==> config.mk <==
export PLATFORM = sky130hd
export DESIGN_NAME = target_smoother
export DESIGN_NICKNAME = d
export VERILOG_FILES = /design/src/rtl/target_smoother_pkg.sv /design/src/rtl/ema_filter.sv /design/src/rtl/target_smoother.sv
export SDC_FILE = /design/constraint.sdc
export NUM_CORES = 1
export LEC_CHECK = 0
export CORE_ASPECT_RATIO = 0.7
export CORE_MARGIN = 2
export CORE_UTILIZATION = 65
export CTS_CLUSTER_DIAMETER = 200
export DETAILED_ROUTE_END_ITERATION = 7
export GPL_ROUTABILITY_DRIVEN = 0
export HOLD_SLACK_MARGIN = 0.08
export PLACE_DENSITY_LB_ADDON = 0.15
export REMOVE_ABC_BUFFERS = 1
export SYNTH_ARGS = -nofsm -noshare
export SYNTH_HDL_FRONTEND = slang
export SYNTH_HIERARCHICAL = 1
export SYNTH_SLANG_ARGS = --single-unit
==> constraint.sdc <==
create_clock -name clk_in -period 7.8 [get_ports clk_in]
set_input_delay 2.34 -clock clk_in [delete_from_list [all_inputs] [get_ports clk_in]]
set_output_delay 2.34 -clock clk_in [all_outputs]
set_load 0.1 [all_outputs]
==> src/rtl/target_smoother_pkg.sv <==
// Shared state encoding, default tuning constants and a small distance helper
// for the target smoother.
package target_smoother_pkg;

   typedef enum logic [1:0] {
      LOST  = 2'd0,
      ACQ   = 2'd1,
      TRACK = 2'd2,
      COAST = 2'd3
   } smoother_state_t;

   localparam int unsigned DEF_FRAC        = 4;
   localparam int unsigned DEF_ALPHA_SHIFT = 2;
   localparam int unsigned DEF_X_MAX       = 320;
   localparam int unsigned DEF_Y_MAX       = 240;

   // Magnitude of a - b, evaluated in 10-bit signed arithmetic.
   function automatic logic [9:0] abs_diff9(input logic [8:0] a, input logic [8:0] b);
      logic signed [9:0] d;
      d = signed'({1'b0, a}) - signed'({1'b0, b});
      return (d < 0) ? 10'(-d) : 10'(d);
   endfunction

endpackage

==> src/rtl/ema_filter.sv <==
// Single-channel exponential moving average with seed and update strobes.
// Output is the integer part of the fixed-point accumulator.
module ema_filter #(
   parameter int unsigned W           = 9,
   parameter int unsigned FRAC        = 4,
   parameter int unsigned ALPHA_SHIFT = 2
) (
   input  logic         clk_in,
   input  logic         rst_in,
   input  logic         seed_in,
   input  logic         update_in,
   input  logic [W-1:0] sample_in,
   output logic [W-1:0] value_out
);

   localparam int unsigned AW = W + FRAC + 1;

   logic signed [AW-1:0] r_acc;
   logic signed [AW-1:0] w_scaled;
   logic signed [AW-1:0] w_diff;

   // Both operands are non-negative and below 2^(W+FRAC), so the difference
   // and the updated accumulator always fit in AW signed bits.
   assign w_scaled = signed'({1'b0, sample_in, {FRAC{1'b0}}});
   assign w_diff   = w_scaled - r_acc;

   always_ff @(posedge clk_in) begin
      if (rst_in) begin
         r_acc <= '0;
      end else if (seed_in) begin
         r_acc <= w_scaled;
      end else if (update_in) begin
         r_acc <= r_acc + (w_diff >>> ALPHA_SHIFT);
      end
   end

   assign value_out = r_acc[W+FRAC-1:FRAC];

endmodule

==> src/rtl/target_smoother.sv <==
// Per-frame measurement gating, EMA smoothing and acquire/track/coast/lost
// sequencing between the colour tracker and the motion controller.
module target_smoother
   import target_smoother_pkg::*;
#(
   parameter int unsigned FRAC        = DEF_FRAC,
   parameter int unsigned ALPHA_SHIFT = DEF_ALPHA_SHIFT,
   parameter int unsigned MIN_RAD     = 16,
   parameter int unsigned MAX_JUMP    = 64,
   parameter int unsigned X_MAX       = DEF_X_MAX,
   parameter int unsigned Y_MAX       = DEF_Y_MAX,
   parameter int unsigned ACQ_FRAMES  = 3,
   parameter int unsigned LOST_FRAMES = 8
) (
   input  logic        clk_in,
   input  logic        rst_in,
   input  logic        frame_done_in,
   input  logic [8:0]  x_in,
   input  logic [8:0]  y_in,
   input  logic [23:0] rad_in,
   output logic [8:0]  x_out,
   output logic [8:0]  y_out,
   output logic [23:0] rad_out,
   output logic        valid_out,
   output logic        coast_out,
   output logic        lost_out,
   output logic [1:0]  state_out
);

   localparam int unsigned CNT_W = 8;
   localparam logic [CNT_W-1:0] ACQ_N   = CNT_W'(ACQ_FRAMES);
   localparam logic [CNT_W-1:0] LOST_N  = CNT_W'(LOST_FRAMES);
   localparam logic [23:0]      MIN_R   = 24'(MIN_RAD);
   localparam logic [9:0]       JUMP_M  = 10'(MAX_JUMP);
   localparam logic [9:0]       X_LIM   = 10'(X_MAX);
   localparam logic [9:0]       Y_LIM   = 10'(Y_MAX);

   smoother_state_t  r_state;
   logic             r_pend;
   logic             r_meas_ok;
   logic [8:0]       r_x, r_y;
   logic [23:0]      r_rad;
   logic [CNT_W-1:0] r_acq_cnt, r_miss_cnt;
   logic             r_valid, r_coast, r_lost;

   logic             w_accept, w_jump_ok, w_meas_ok;
   logic             w_seed, w_update;
   logic [CNT_W-1:0] w_acq_next, w_miss_next;

   // Jump gate compares against the outputs currently presented downstream.
   assign w_jump_ok = (r_state == LOST) ||
                      ((abs_diff9(x_in, x_out) <= JUMP_M) && (abs_diff9(y_in, y_out) <= JUMP_M));
   assign w_meas_ok = (rad_in >= MIN_R) && ({1'b0, x_in} < X_LIM) &&
                      ({1'b0, y_in} < Y_LIM) && w_jump_ok;
   assign w_accept  = frame_done_in && !r_pend;

   assign w_seed      = r_pend && r_meas_ok && (r_state == LOST);
   assign w_update    = r_pend && r_meas_ok && (r_state != LOST);
   assign w_acq_next  = (r_acq_cnt  == '1) ? r_acq_cnt  : r_acq_cnt  + 1'b1;
   assign w_miss_next = (r_miss_cnt == '1) ? r_miss_cnt : r_miss_cnt + 1'b1;

   always_ff @(posedge clk_in) begin
      if (rst_in) begin
         r_pend    <= 1'b0;
         r_meas_ok <= 1'b0;
         r_x       <= '0;
         r_y       <= '0;
         r_rad     <= '0;
      end else begin
         r_pend <= w_accept;
         if (w_accept) begin
            r_meas_ok <= w_meas_ok;
            r_x       <= x_in;
            r_y       <= y_in;
            r_rad     <= rad_in;
         end
      end
   end

   always_ff @(posedge clk_in) begin
      if (rst_in) begin
         r_state    <= LOST;
         r_acq_cnt  <= '0;
         r_miss_cnt <= '0;
         r_valid    <= 1'b0;
         r_coast    <= 1'b0;
         r_lost     <= 1'b1;
      end else begin
         r_valid <= 1'b0;
         if (r_pend) begin
            unique case (r_state)
               LOST: if (r_meas_ok) begin
                  r_acq_cnt <= CNT_W'(1);
                  if (ACQ_N <= CNT_W'(1)) begin
                     r_state <= TRACK;
                     r_valid <= 1'b1;
                     r_lost  <= 1'b0;
                  end else begin
                     r_state <= ACQ;
                  end
               end
               ACQ: if (r_meas_ok) begin
                  r_acq_cnt <= w_acq_next;
                  if (w_acq_next >= ACQ_N) begin
                     r_state <= TRACK;
                     r_valid <= 1'b1;
                     r_lost  <= 1'b0;
                  end
               end else begin
                  r_acq_cnt <= '0;
                  r_state   <= LOST;
               end
               TRACK: begin
                  r_valid <= 1'b1;
                  if (!r_meas_ok) begin
                     r_state    <= COAST;
                     r_miss_cnt <= CNT_W'(1);
                     r_coast    <= 1'b1;
                  end
               end
               COAST: if (r_meas_ok) begin
                  r_state    <= TRACK;
                  r_miss_cnt <= '0;
                  r_coast    <= 1'b0;
                  r_valid    <= 1'b1;
               end else if (w_miss_next >= LOST_N) begin
                  r_state    <= LOST;
                  r_miss_cnt <= '0;
                  r_acq_cnt  <= '0;
                  r_coast    <= 1'b0;
                  r_lost     <= 1'b1;
               end else begin
                  r_miss_cnt <= w_miss_next;
                  r_valid    <= 1'b1;
               end
            endcase
         end
      end
   end

   ema_filter #(.W(9), .FRAC(FRAC), .ALPHA_SHIFT(ALPHA_SHIFT)) u_filt_x (
      .clk_in(clk_in), .rst_in(rst_in), .seed_in(w_seed), .update_in(w_update),
      .sample_in(r_x), .value_out(x_out)
   );
   ema_filter #(.W(9), .FRAC(FRAC), .ALPHA_SHIFT(ALPHA_SHIFT)) u_filt_y (
      .clk_in(clk_in), .rst_in(rst_in), .seed_in(w_seed), .update_in(w_update),
      .sample_in(r_y), .value_out(y_out)
   );
   ema_filter #(.W(24), .FRAC(FRAC), .ALPHA_SHIFT(ALPHA_SHIFT)) u_filt_rad (
      .clk_in(clk_in), .rst_in(rst_in), .seed_in(w_seed), .update_in(w_update),
      .sample_in(r_rad), .value_out(rad_out)
   );

   assign valid_out = r_valid;
   assign coast_out = r_coast;
   assign lost_out  = r_lost;
   assign state_out = r_state;

endmodule

==> metrics.txt <==
Leak=between 5 and 6 nW; final setup vio count=0; placed cells=between 1500 and 2000; CORE AREA=17100 um^2; FF-to-FF setup slack=2900 ps; r2r endpoint=u_filt_rad/r_acc[21]; slew margin rel.=between 20% and 30%; top cells by area, synth=dfxtp_1 22%, ha_1 14%, nand2_1 6.3%; via count=about 11000; Antenna Cells=0; # fillers=1380; CP Data Arrival Time=about 5500 ps; WL/cell=approximately 17 um; Hold EP=r_rad[16]; Die Height=between 100 and 150 um; Max Slew Vio Count=0; Synth area leader=dfxtp_1; post-synth cell types=89; R2R cell count=17; # rows=40; Final WS setup=~2700 ps; Async S/R FF share, synth=0%; Crit. End Element=register; EDFF count, synth=0; Cells after Synth=approximately 1500; Fin. Hold Viols=0; Total Routed Length=approximately 30 mm; Clock Pin Slew Worst Setup and Hold Paths=about 60 ps; Worst R2R Start=u_filt_rad/r_acc[6]; antenna violations before repair=0; CTS Sinks=roughly 120; Horiz. Die Dim=between 150 and 200 um; register area=about 2400 um^2; die area=~19000 um^2; layout cells sized above 1=a little over 5%; Hold WS=between 400 and 500 ps; Critical Path Max Stage Delay=about 420 ps; synth warn=6; WS Path Type=input port to register; DR pass1 iterations=5; H-Tree Depth=4; Startpoint Class=input port; Max clock buf depth=2; pwr/cell area=167 nW/um^2; synthesis-stage register bit count=approximately 120; CTS buffer count=17; fin util=73.4%; outcome=finished clean; Starting Density=66.1%; clk_lat worst skew=approximately 430 ps; critical-path maximum fanout=3; Post-CTS Setup Bufs=0; Starting DRT DRC Count=1091; vias in the first global route=approximately 10000; Max Freq=195 MHz; register area share after synthesis=21.6%; Mean Syn Cell Area=around 7.5 um^2; port bufs=between 90 and 100; Hold Path Cell Cnt=2; Area Growth Syn to Fin=10.9%; total gr overflow=0; area taken by multi-input logic gates=~8000 um^2; Post-synth top flop=dfxtp_1; worst hold start=r_rad[16]; CTS tree=yes; Setup WS pre-CTS=~2300 ps; Max Cap Viol=0; post-synth top area share=21.6%; Via density=roughly 6.2; total power=approximately 2.1 mW; crit path cell chain=clkdlybuf4s50_1, inv_1, ha_1, inv_1, fa_1, a21o_1, a21oi_1, xnor2_1, nand2_1, o311ai_0, a21oi_1, a2111o_1, o41ai_2; setup TNS=0 ps; post-synth design cell area=11300 um^2; NumNets Final=about 1700; WP data required=between 8000 and 9000 ps; worst slew pin tran=between 1000 and 1500 ps; Root Driver=clkbuf_16; gr usage total=33.1%; Post-CTS Resized=0; Tcrit/Tclk final=about two thirds; Hold Crit Class=register to register; Peak VDD IR=approximately 0.16 mV; placed wire-length estimate=21.7 mm; I/O pin count=a little over 90; largest net degree at the start of global routing=72; Worst path slowest cell=clkdlybuf4s50_1; antenna viol nets, final=0; final clock skew=roughly 9.3 ps; RSZ-0062 raised after global routing=false; Layout Cells excl Fill=1765; Placed Area=12000 um^2; Final Cell Area=~13000 um^2; global-route wire length before repair=around 50 mm; fin crit period=~5000 ps; CTS Hold Bufs=0; Post-route DRC=0
[report_power, final]
part,switching (mW),internal [mW]
logic,0.409,0.273
clock network,0.294,0.468
registers,0.0181,0.639
[cells by family after synthesis]
logic type      after synthesis  share of synthesized area [%]
mux                          28                           2.49
simple gates                536                           22.2
fa+ha+maj                   126                           14.1
flops                       122                           21.6
xor+xnor                     93                           7.20
compound gates              412                           24.3
buf+inv                     192                           8.10
[critical path, delay by kind of cell]
kind | cells | cell delay [ps]
AOI/OAI and AO/OA | 6 | 1660
adders and majority gates | 2 | 560
and+or+nand+nor | 1 | 90
xor gates and xnor gates | 1 | 200
buffers and inverters | 3 | 590
[placed cells by master, fill, tap and decap left out, types with 54 or more instances in the layout]
cell type | netlist | final
nand2_1 | 190 | 190
a21oi_1 | 139 | 139
nor2_1 | 130 | 129
ha_1 | 123 | 123
dfxtp_1 | 122 | 122
inv_1 | 91 | 91
clkdlybuf4s50_1 | 0 | 90
xnor2_1 | 68 | 68
nor3_1 | 56 | 55
o21ai_0 | 54 | 54
[synthesized netlist by cell type, types with 9 or more instances]
cell type and n:
o21ai_1 9, mux2i_1 27, o21a_1 17, xor2_1 25, nand3_1 31, nand2b_1 11
buf_4 45, nand4_1 14, o21bai_1 9, a211oi_1 25, and2_1 9, a21o_1 24
and3_1 19, nor2_1 130, nand2_1 190, nor3_1 56, dfxtp_1 122, ha_1 123
inv_1 91, nor2b_1 27, a31oi_1 34, o211ai_1 11, o21ai_0 54, xnor2_1 68
a21oi_1 139, clkbuf_1 43
[worst max path at each step]
| stage | startpoint | endpoint | slack (ps) | depth (start not counted) |
|---|---|---|---|---|
| after detailed placement | x_in[0] | r_meas_ok | 2290 | 13 |
| after global placement | x_in[0] | r_meas_ok | 2390 | 13 |
| after floorplan | state_out[0] | u_filt_rad/r_acc[28] | 340 | 6 |
| after global routing | x_in[0] | r_meas_ok | 2420 | 13 |
| final | y_in[0] | r_meas_ok | 2670 | 13 |
| after CTS | x_in[0] | r_meas_ok | 2700 | 13 |
[layout make-up]
cell class	instances	share of cell area [%]
clock buffer	19	3.53
clock inverter	9	0.817
inverter	92	2.75
multi-input combinational	1195	63.6
sequential	122	19.5
tap	231	2.30
timing repair buffer	97	7.59
[sequential cells by signal, summed over array words and instances, names as in the netlist, 8 cells and up, named ones only]
name              cells
u_filt_y/r_acc       14
r_y                   9
r_rad                24
u_filt_x/r_acc       14
r_x                   9
r_miss_cnt            8
u_filt_rad/r_acc     29
r_acq_cnt             8
[layer usage]
layer	wire, um	track usage (%)	share of wire, %	vias up
li1	-	-	-	5378
met1	14600	49.1	48	5103
met2	12800	50.3	42	462
met3	2410	5.03	7.9	44
met4	421	8.02	1.4	0
met5	0	0	0	-
Power figures use the tool's default switching activity.
